==> config.mk <==
export PLATFORM = sky130hd
export DESIGN_NAME = count_sched
export DESIGN_NICKNAME = d
export VERILOG_FILES = /design/src/rtl/count_sched_pkg.sv /design/src/rtl/count_sched_rr.sv /design/src/rtl/count_sched.sv
export SDC_FILE = /design/constraint.sdc
export NUM_CORES = 1
export LEC_CHECK = 0
export ABC_AREA = 0
export BUFFER_PORTS_ARGS = -buffer_cell sky130_fd_sc_hd__buf_2
export CORE_AREA = 2 2 50 52
export CTS_BUF_LIST = sky130_fd_sc_hd__clkbuf_8
export DETAILED_ROUTE_END_ITERATION = 6
export DIE_AREA = 0 0 52 54
export PLACE_DENSITY = 0.81
export SLEW_MARGIN = 20
export SYNTH_ARGS = -nofsm -noshare
export SYNTH_HDL_FRONTEND = slang
export SYNTH_HIERARCHICAL = 1
export SYNTH_SLANG_ARGS = --single-unit
==> constraint.sdc <==
create_clock -name clk -period 2.6 [get_ports clk]
set_input_delay 0.26 -clock clk [delete_from_list [all_inputs] [get_ports clk]]
set_output_delay 0.26 -clock clk [all_outputs]
set_load 0.02 [all_outputs]
==> src/rtl/count_sched_pkg.sv <==
// count_sched_pkg -- shared types and defaults for the count_sched block.
//   state_t   : scheduler FSM state (IDLE, RUN, DONE)
//   DEF_NREQ  : default number of requesters
//   DEF_CW    : default counter / duration width
package count_sched_pkg;

    typedef enum logic [1:0] {
        IDLE = 2'd0,
        RUN  = 2'd1,
        DONE = 2'd2
    } state_t;

    localparam int DEF_NREQ = 4;
    localparam int DEF_CW   = 4;

endpackage

==> src/rtl/count_sched_rr.sv <==
// rr_pick -- combinational round-robin selector.
// Searches req starting at index ptr and wrapping; the first set bit wins.
// Ports:
//   req    in  NREQ  request vector
//   ptr    in  PW    index with highest priority for this search
//   onehot out NREQ  one-hot winner (all zero when no request)
//   idx    out PW    winner index (0 when no request)
//   valid  out 1     at least one request present
module rr_pick #(
    parameter int NREQ = 4,
    localparam int PW  = (NREQ > 1) ? $clog2(NREQ) : 1
) (
    input  logic [NREQ-1:0] req,
    input  logic [PW-1:0]   ptr,
    output logic [NREQ-1:0] onehot,
    output logic [PW-1:0]   idx,
    output logic            valid
);

    // Outer loop walks priority distance from ptr, inner loop finds the
    // requester at that distance; the first hit locks out the rest.
    always_comb begin
        onehot = '0;
        idx    = '0;
        valid  = 1'b0;
        for (int k = 0; k < NREQ; k++) begin
            for (int i = 0; i < NREQ; i++) begin
                if (!valid && req[i] && (((int'(ptr) + k) % NREQ) == i)) begin
                    valid     = 1'b1;
                    onehot[i] = 1'b1;
                    idx       = PW'(i);
                end
            end
        end
    end

endmodule

==> src/rtl/count_sched.sv <==
// count_sched -- round-robin time-slot scheduler for one shared down counter.
// Optional feature macro: COUNT_SCHED_ABORT_EN (dropping req mid-slot aborts it).
// Ports:
//   clk       in  1        rising-edge clock
//   reset     in  1        synchronous active-low reset
//   req       in  NREQ     per-requester request level
//   dur       in  NREQ*CW  per-requester duration, slice i = dur[i*CW +: CW]
//   grant     out NREQ     one-hot current owner, zero when idle
//   count     out CW       remaining cycles of the current slot
//   busy      out 1        grant is nonzero
//   done      out NREQ     one-cycle completion pulse on owner's bit
//   abort     out NREQ     one-cycle abort pulse on owner's bit (0 without macro)
//   state_dbg out 2        current FSM state, for observation only
//
// Handshake: a requester raises req[i] and holds it; grant[i] rises one cycle
// after req[i] is sampled in IDLE and stays high through the DONE cycle, where
// done[i] pulses. The requester may drop req[i] in the cycle after done[i]
// (or abort[i]); dur[i] is sampled only on the granting edge.
import count_sched_pkg::*;

module count_sched #(
    parameter int NREQ = DEF_NREQ,
    parameter int CW   = DEF_CW,
    localparam int PW  = (NREQ > 1) ? $clog2(NREQ) : 1
) (
    input  logic               clk,
    input  logic               reset,
    input  logic [NREQ-1:0]    req,
    input  logic [NREQ*CW-1:0] dur,
    output logic [NREQ-1:0]    grant,
    output logic [CW-1:0]      count,
    output logic               busy,
    output logic [NREQ-1:0]    done,
    output logic [NREQ-1:0]    abort,
    output logic [1:0]         state_dbg
);

    state_t            state_q, state_d;
    logic [NREQ-1:0]   grant_q, grant_d;
    logic [CW-1:0]     count_q, count_d;
    logic              busy_q, busy_d;
    logic [NREQ-1:0]   done_q, done_d;
    logic [NREQ-1:0]   abort_q, abort_d;
    logic [PW-1:0]     ptr_q, ptr_d;
    logic [PW-1:0]     w_q, w_d;

    logic [NREQ-1:0]   pick_oh;
    logic [PW-1:0]     pick_idx;
    logic              pick_valid;
    logic [CW-1:0]     dur_sel;
    logic [PW-1:0]     next_ptr;
    logic              abort_hit;

    rr_pick #(.NREQ(NREQ)) u_pick (
        .req    (req),
        .ptr    (ptr_q),
        .onehot (pick_oh),
        .idx    (pick_idx),
        .valid  (pick_valid)
    );

    // Duration of the requester that would win this cycle.
    always_comb begin
        dur_sel = '0;
        for (int i = 0; i < NREQ; i++) begin
            if (pick_oh[i]) dur_sel = dur[i*CW +: CW];
        end
    end

    assign next_ptr = (w_q == PW'(NREQ - 1)) ? '0 : w_q + PW'(1);

`ifdef COUNT_SCHED_ABORT_EN
    // Owner released its request while its slot is still running.
    assign abort_hit = ~|(req & grant_q);
`else
    assign abort_hit = 1'b0;
`endif

    always_comb begin
        state_d = state_q;
        grant_d = grant_q;
        count_d = count_q;
        done_d  = '0;
        abort_d = '0;
        ptr_d   = ptr_q;
        w_d     = w_q;
        case (state_q)
            IDLE: begin
                grant_d = '0;
                count_d = '0;
                if (pick_valid) begin
                    grant_d = pick_oh;
                    count_d = dur_sel;
                    w_d     = pick_idx;
                    if (dur_sel != '0) begin
                        state_d = RUN;
                    end else begin
                        // Zero-length slot: grant and done share one cycle.
                        state_d = DONE;
                        done_d  = pick_oh;
                    end
                end
            end
            RUN: begin
                if (abort_hit) begin
                    state_d = IDLE;
                    grant_d = '0;
                    count_d = '0;
                    abort_d = grant_q;
                    ptr_d   = next_ptr;
                end else if (count_q <= CW'(1)) begin
                    state_d = DONE;
                    count_d = '0;
                    done_d  = grant_q;
                end else begin
                    count_d = count_q - CW'(1);
                end
            end
            DONE: begin
                state_d = IDLE;
                grant_d = '0;
                count_d = '0;
                ptr_d   = next_ptr;
            end
            default: begin
                state_d = IDLE;
                grant_d = '0;
                count_d = '0;
            end
        endcase
        busy_d = |grant_d;
    end

    always_ff @(posedge clk) begin
        if (!reset) begin
            state_q <= IDLE;
            grant_q <= '0;
            count_q <= '0;
            busy_q  <= 1'b0;
            done_q  <= '0;
            abort_q <= '0;
            ptr_q   <= '0;
            w_q     <= '0;
        end else begin
            state_q <= state_d;
            grant_q <= grant_d;
            count_q <= count_d;
            busy_q  <= busy_d;
            done_q  <= done_d;
            abort_q <= abort_d;
            ptr_q   <= ptr_d;
            w_q     <= w_d;
        end
    end

    assign grant     = grant_q;
    assign count     = count_q;
    assign busy      = busy_q;
    assign done      = done_q;
    assign abort     = abort_q;
    assign state_dbg = state_q;

endmodule

# [Word-level counts from Yosys, hierarchy flattened]
# Cells that the tools add are included.
# Widths: inputs -> output; s select.
[totals] ff_bits=19 inputBits=22 out_inout_bits=19 word_cells=155
[op_classes] n_addsub=5 n_lt_le_gt_ge=1 eq_ne=17 n_mux=64 bitwise_logic=3 n_reduce_logical=58
[op_table] cell="$logic_not 32->1" count=4
[op_table] cell="$mux 4" count=10
[op_table] cell="$mux 2" count=18
[op_table] cell="$mux 1" count=32
[op_table] cell="$logic_and 1x1->1" count=31
[op_table] cell="$pmux 4 s2" count=3
[op_table] cell="$eq 3x3->1 const B" count=6
[op_table] cell="$logic_not 1->1" count=15
[op_table] cell="$eq 3x2->1 const B" count=3
[op_table] cell="$eq 2x2->1 const B" count=4
[op_table] cell="$reduce_or 2->1" count=3
[op_table] cell="$add 2x1->2 const B" count=2
[op_table] cell="$add 2x2->2 const B" count=2
[op_table] cell="$eq 2x1->1 const B" count=2
[op_table] cell="$le 4x1->1 const B" count=1
[op_table] cell="$ne 2x2->1 const B" count=2
[op_table] cell="$pmux 2 s2" count=1
[op_table] cell="$reduce_and 2->1" count=2
[op_table] cell="$reduce_bool 4->1" count=1
[op_table] cell="$reduce_or 4->1" count=1
[op_table] cell="$sub 4x1->4 const B" count=1
[op_table] cell="$and 1x1->1 const A" count=3
[op_table] cell="$logic_not 2->1" count=1

# [Longest topological paths before layout]
[logic_depth] ltp_word=68 ltp_mapped=9 ltp_nobuf=8

# [Cells and area by module]
# Netlist, hierarchy kept.
[modules_own_cells] mod="count_sched" instances=1 cells_per_inst=103 area_each_um2=943.4 seq_area_each_um2=380.4
[modules_own_cells] mod="rr_pick" instances=1 cells_per_inst=27 area_each_um2=148.9 seq_area_each_um2=0.0

# [Least setup slack after synthesis]
# Ideal clock, no wire load.
[synth_timing] kind="reg-to-reg" startpoint="reg ptr_q[0]" endpoint="reg done_q[3], in the netlist done[3]" setup_ns=0.062 arrival_ns=2.062 required_ns=2.538 slack_ns=0.477 path_stages_with_launch=9 path_buffers=0 synth_period_minus_slack_ns=2.123 cell_sequence="dfxtp_1 -> nand2b_1 -> a21oi_1 -> a211oi_1 -> inv_1 -> o22ai_1 -> a21oi_1 -> nor4_4 -> a32o_1"
[synth_via] elab_chain_len=68 elab_cells_between_ends=110 classes_between="3 x add/sub; 12 x eq/ne; 38 x mux; 3 x bitwise; 54 x reduce/logical"
[synth_rtl] element="start: declaration" line_no="count_sched.sv:44" text="logic [PW-1:0] ptr_q, ptr_d;"
[synth_rtl] element="start signal: assignment" line_no="count_sched.sv:151" text="ptr_q <= ptr_d;"
[synth_rtl] element="$logic_not 32->1" line_no="count_sched_rr.sv:28" text="if (!valid && req[i] && (((int'(ptr) + k) % NREQ) == i)) begin"
[synth_rtl] element="$logic_and 1x1->1" line_no="count_sched_rr.sv:28"
[synth_rtl] element="$mux 1" line_no="count_sched_rr.sv:28"
[synth_rtl] element="$logic_not 1->1" line_no="count_sched_rr.sv:28"
[synth_rtl] element="$logic_and 1x1->1 (2 in series)" line_no="count_sched_rr.sv:28"
[synth_rtl] element="$mux 1" line_no="count_sched_rr.sv:28"
[synth_rtl] element="$logic_not 1->1" line_no="count_sched_rr.sv:28"
[synth_rtl] element="$logic_and 1x1->1 (2 in series)" line_no="count_sched_rr.sv:28"
[synth_rtl] element="[50 not listed]"
[synth_rtl] element="$logic_and 1x1->1 (2 in series)" line_no="count_sched_rr.sv:28"
[synth_rtl] element="$mux 1 (*)" line_no="count_sched_rr.sv:28"
[synth_rtl] element="named net pick_oh[3]" line_no="count_sched.sv:47" text="logic [NREQ-1:0] pick_oh;"
[synth_rtl] element="$mux 4" line_no="count_sched.sv:66" text="if (pick_oh[i]) dur_sel = dur[i*CW +: CW];"
[synth_rtl] element="$reduce_bool 4->1" line_no="count_sched.sv:95" text="if (dur_sel != '0) begin"
[synth_rtl] element="$mux 4 (*)" line_no="count_sched.sv:95"
[synth_rtl] element="$mux 4 (*)" line_no="count_sched.sv:91" text="if (pick_valid) begin"
[synth_rtl] element="$pmux 4 s2 (*)" line_no="count_sched.sv:87" text="case (state_q)"
[synth_rtl] element="end signal: assignment" line_no="count_sched.sv:149" text="done_q <= done_d;"
[synth_rtl] element="end: declaration" line_no="count_sched.sv:42" text="logic [NREQ-1:0] done_q, done_d;"
# Mark *: on every way through the listed nets, which the timed path passes. The rest lies on a longest branch.
# A chain may end at the register's enable or synchronous reset.

# [Final worst setup path]
# Ends and elaborated chain as after synthesis.

==> summary.txt <==
Cells and area
  • ANT cells: 0
  • Finished Layout Cells: 196
  • Final net count: 192
  • Area grow syn2layout: 21.3%
  • Share of post-route cells with drive strength above 1: 26.5%

Yosys
  • Post-synthesis async set-or-reset flop share: 0%
  • Yosys cell types: 37
  • Area contributors post-synth: dfxtp_1, a22oi_1, nor2_1
  • Syn_area_per_cell: between 8 and 9 µm²
  • Main flop type after synthesis: dfxtp_1
  • Commonest cells in the netlist: dfxtp_1, nor2_1, a22oi_1
  • Yosys reg bits: 19
  • Cells after synthesis: 130
  • Post-synth EDFFs: 0
  • YS warnings: 6
  • Top-count cell post-synth: dfxtp_1
  • Post-synthesis sequential area ratio: 34.8%
  • Synth area leader: dfxtp_1
  • Mapped Area: roughly 1100 µm²
  • Post-synth top area share: a little over a third

Setup path
  • Critical path required time: 2.79 ns
  • Critical path launch point type: flop
  • WP buf/inv: 1
  • Crit path max-delay family: simple AND/OR/NAND/NOR gates
  • Reg2Reg Setup Slack: 0.29 ns
  • Kind of critical path: flop to flop
  • R2r startpoint: ptr_q[0]
  • FF-to-FF path depth: 9
  • Critical Path Start: ptr_q[0]
  • Worst Setup End Kind: flop
  • Critical path fanouts, max: 7
  • CP peak stage delay: between 0.4 and 0.5 ns
  • Crit-path slowest cell: nor4_4
  • R2r endpoint: done[3]
  • CP Depth: 9
  • Cell chain of the critical path: nand2b_1 -> a21oi_1 -> a211oi_1 -> buf_4 -> or3b_1 -> o21ai_1 -> a31oi_1 -> nor4_4 -> a32o_1
  • Crit path to: done[3]
  • Arr. time, crit path: 2.51 ns

Hold path
  • Worst hold path class: primary input to flop
  • Worst Hold Path Cells: 3

Clock network
  • Clock latency on the worst-skew pair: roughly 0.25 ns
  • CTS resizes: 0
  • Root buf cell: clkbuf_8
  • CTS tree: yes
  • CTS max path bufs: 2
  • Clock-pin slew on the worst setup and hold paths: approximately 0.07 ns
  • Post-CTS Setup Inserts: 0
  • H-tree depth: 1
  • Cts hold-fix bufs: 0
  • Cts bufs inserted: 3
  • CTS Sinks: 19

Drt
  • Vias per Instance: 5.67
  • DRC viols: 0
  • Routed WL: about 2700 µm
  • Initial DRC Count: 40
  • DRT antenna net count: 0
  • WL/cell: 13.9 µm
  • Drt first pass iters: 4
  • Via Count: around 1100

Timing
  • Slew Limit Headroom: 59.9%
  • Max-slew violations: 0
  • Least-Margin Pin Slew: about 0.60 ns
  • RSZ-0062 raised after global routing: no
  • Setup TNS: 0 ns
  • Clk_skew: just under 0.004 ns
  • Peak Freq: approximately 0.43 GHz
  • Setup-failing EPs final: 0
  • Worst hold slack: 0.321 ns
  • Hold Vio Cnt, Final: 0
  • Final period util: 89.0%
  • Min Tclk post-route: 2.31 ns

Power and ir drop
  • Leakage: 0.595 nW
  • Maximum vdd drop: 567 µV
  • Sw Ratio: 42.6%
  • Clock power frac: between 10% and 20%
  • Pint: 0.700 mW
  • Sequential power share: between 30% and 40%
  • Cell Pwr Density: 921 nW/µm²
  • NetSw: roughly 0.52 mW
  • Gate power share: 47.9%

Floorplanning
  • Core ar.: between 2000 and 2500 µm²
  • Die ar.: around 2800 µm²
  • # IOs: 41
  • Die X: roughly 52 µm
  • Die Ht: 54 µm
  • Starting Density: 47.1%
  • # rows: 18

Global route
  • Total gr overflow: 0
  • Total global-route track usage: approximately a fifth
  • Vias in the first global route: 1028
  • Pin count of the biggest net entering global routing: 12
  • Initial antenna violation count: 0
  • Wire length of the first global-routing pass: 4240 µm

Placed design
  • Post-DP HPWL: about 2100 µm
  • Port bufs: 36
  • Global placement routability congestion: 0.785
  • Placed Cells: 192

Job
  • Max-cap violations: 0

Run status
  • Outcome: completed
power by group through the flow:
stage	sequential (mW)	clock, mW	combinational (mW)
3_5_place_dp	0.446	0	0.576
6_report	0.440	0.196	0.584
4_1_cts	0.439	0.198	0.581
5_1_grt	0.451	0.210	0.645
2_1_floorplan	0.488	0	0.383
3_3_place_gp	0.438	0	0.563
worst min path at each step:
| stage | from | end | slack [ns] |
|---|---|---|---|
| 6_report | reset | state_dbg[0] | 0.32 |
| 5_1_grt | reset | ptr_q[0] | 0.33 |
| 4_1_cts | reset | state_dbg[0] | 0.32 |
| 3_5_place_dp | ptr_q[0] | ptr_q[0] | 0.51 |
| 3_3_place_gp | ptr_q[0] | ptr_q[0] | 0.49 |
| 2_1_floorplan | reset | state_dbg[0] | 0.37 |
cell families after synthesis:
| group | after synthesis | synth area share (%) |
|---|---|---|
| simple gates | 45 | 22.7 |
| compound gates | 42 | 27.5 |
| flops | 19 | 34.8 |
| buf+inv | 15 | 6.87 |
| fa+ha+maj | 3 | 3.44 |
| mux | 3 | 2.75 |
| xor+xnor | 2 | 1.60 |
| other cells | 1 | 0.343 |
layout make-up:
class                           instances  area [µm²]
Clock inverter                          1        3.75
Fill cell                             213         995
Clock buffer                            3        41.3
Sequential cell                        19         380
Timing Repair Buffer                   37         188
Inverter                                7        26.3
Tap cell                               30        37.5
Multi-Input combinational cell         99         648
routing by layer:
metal | share of wire [%] | wire length [µm] | vias to the layer above | global-route usage (%)
li1 | - | - | 535 | -
met1 | 37 | 1020 | 513 | 21.3
met2 | 52 | 1410 | 56 | 38.6
met3 | 8.6 | 233 | 8 | 4.44
met4 | 2.0 | 55 | 0 | 11.0
met5 | 0 | 0 | - | 0
cells in the final DEF (no fill, tap or decap), types with 6 or more instances in the layout:
cell,count
buf_2,36
inv_1,8
a22oi_1,10
nor2b_1,6
a21oi_1,9
nand2_1,9
nor2_1,16
dfxtp_1,19
tightest hold or removal path, cell delays in order:
cell and delay, ns:
buf_2 0.14, nand2_1 0.06, o21ai_0 0.06
metrics by stage:
| stage | power (mW) | setup WS, ns | instance area (µm²) | utilization, % |
|---|---|---|---|---|
| 3_3_place_gp | 1.00 | 0.439 | 1280 | 55.2 |
| 3_5_place_dp | 1.02 | 0.350 | 1280 | 55.2 |
| 4_1_cts | 1.22 | 0.299 | 1330 | 57.1 |
| 5_1_grt | 1.31 | 0.0910 | 1330 | 57.1 |
| 6_report | 1.22 | 0.287 | 1330 | 57.1 |
| 2_1_floorplan | 0.871 | 0.477 | 1100 | - |
flip-flops by register name (all words and copies together), names as in the netlist:
| register | count |
|---|---|
| done | 4 |
| state_dbg | 2 |
| grant | 4 |
| count | 4 |
| w_q | 2 |
| busy | 1 |
| ptr_q | 2 |
No activity file was read; power rests on OpenSTA's default activity.
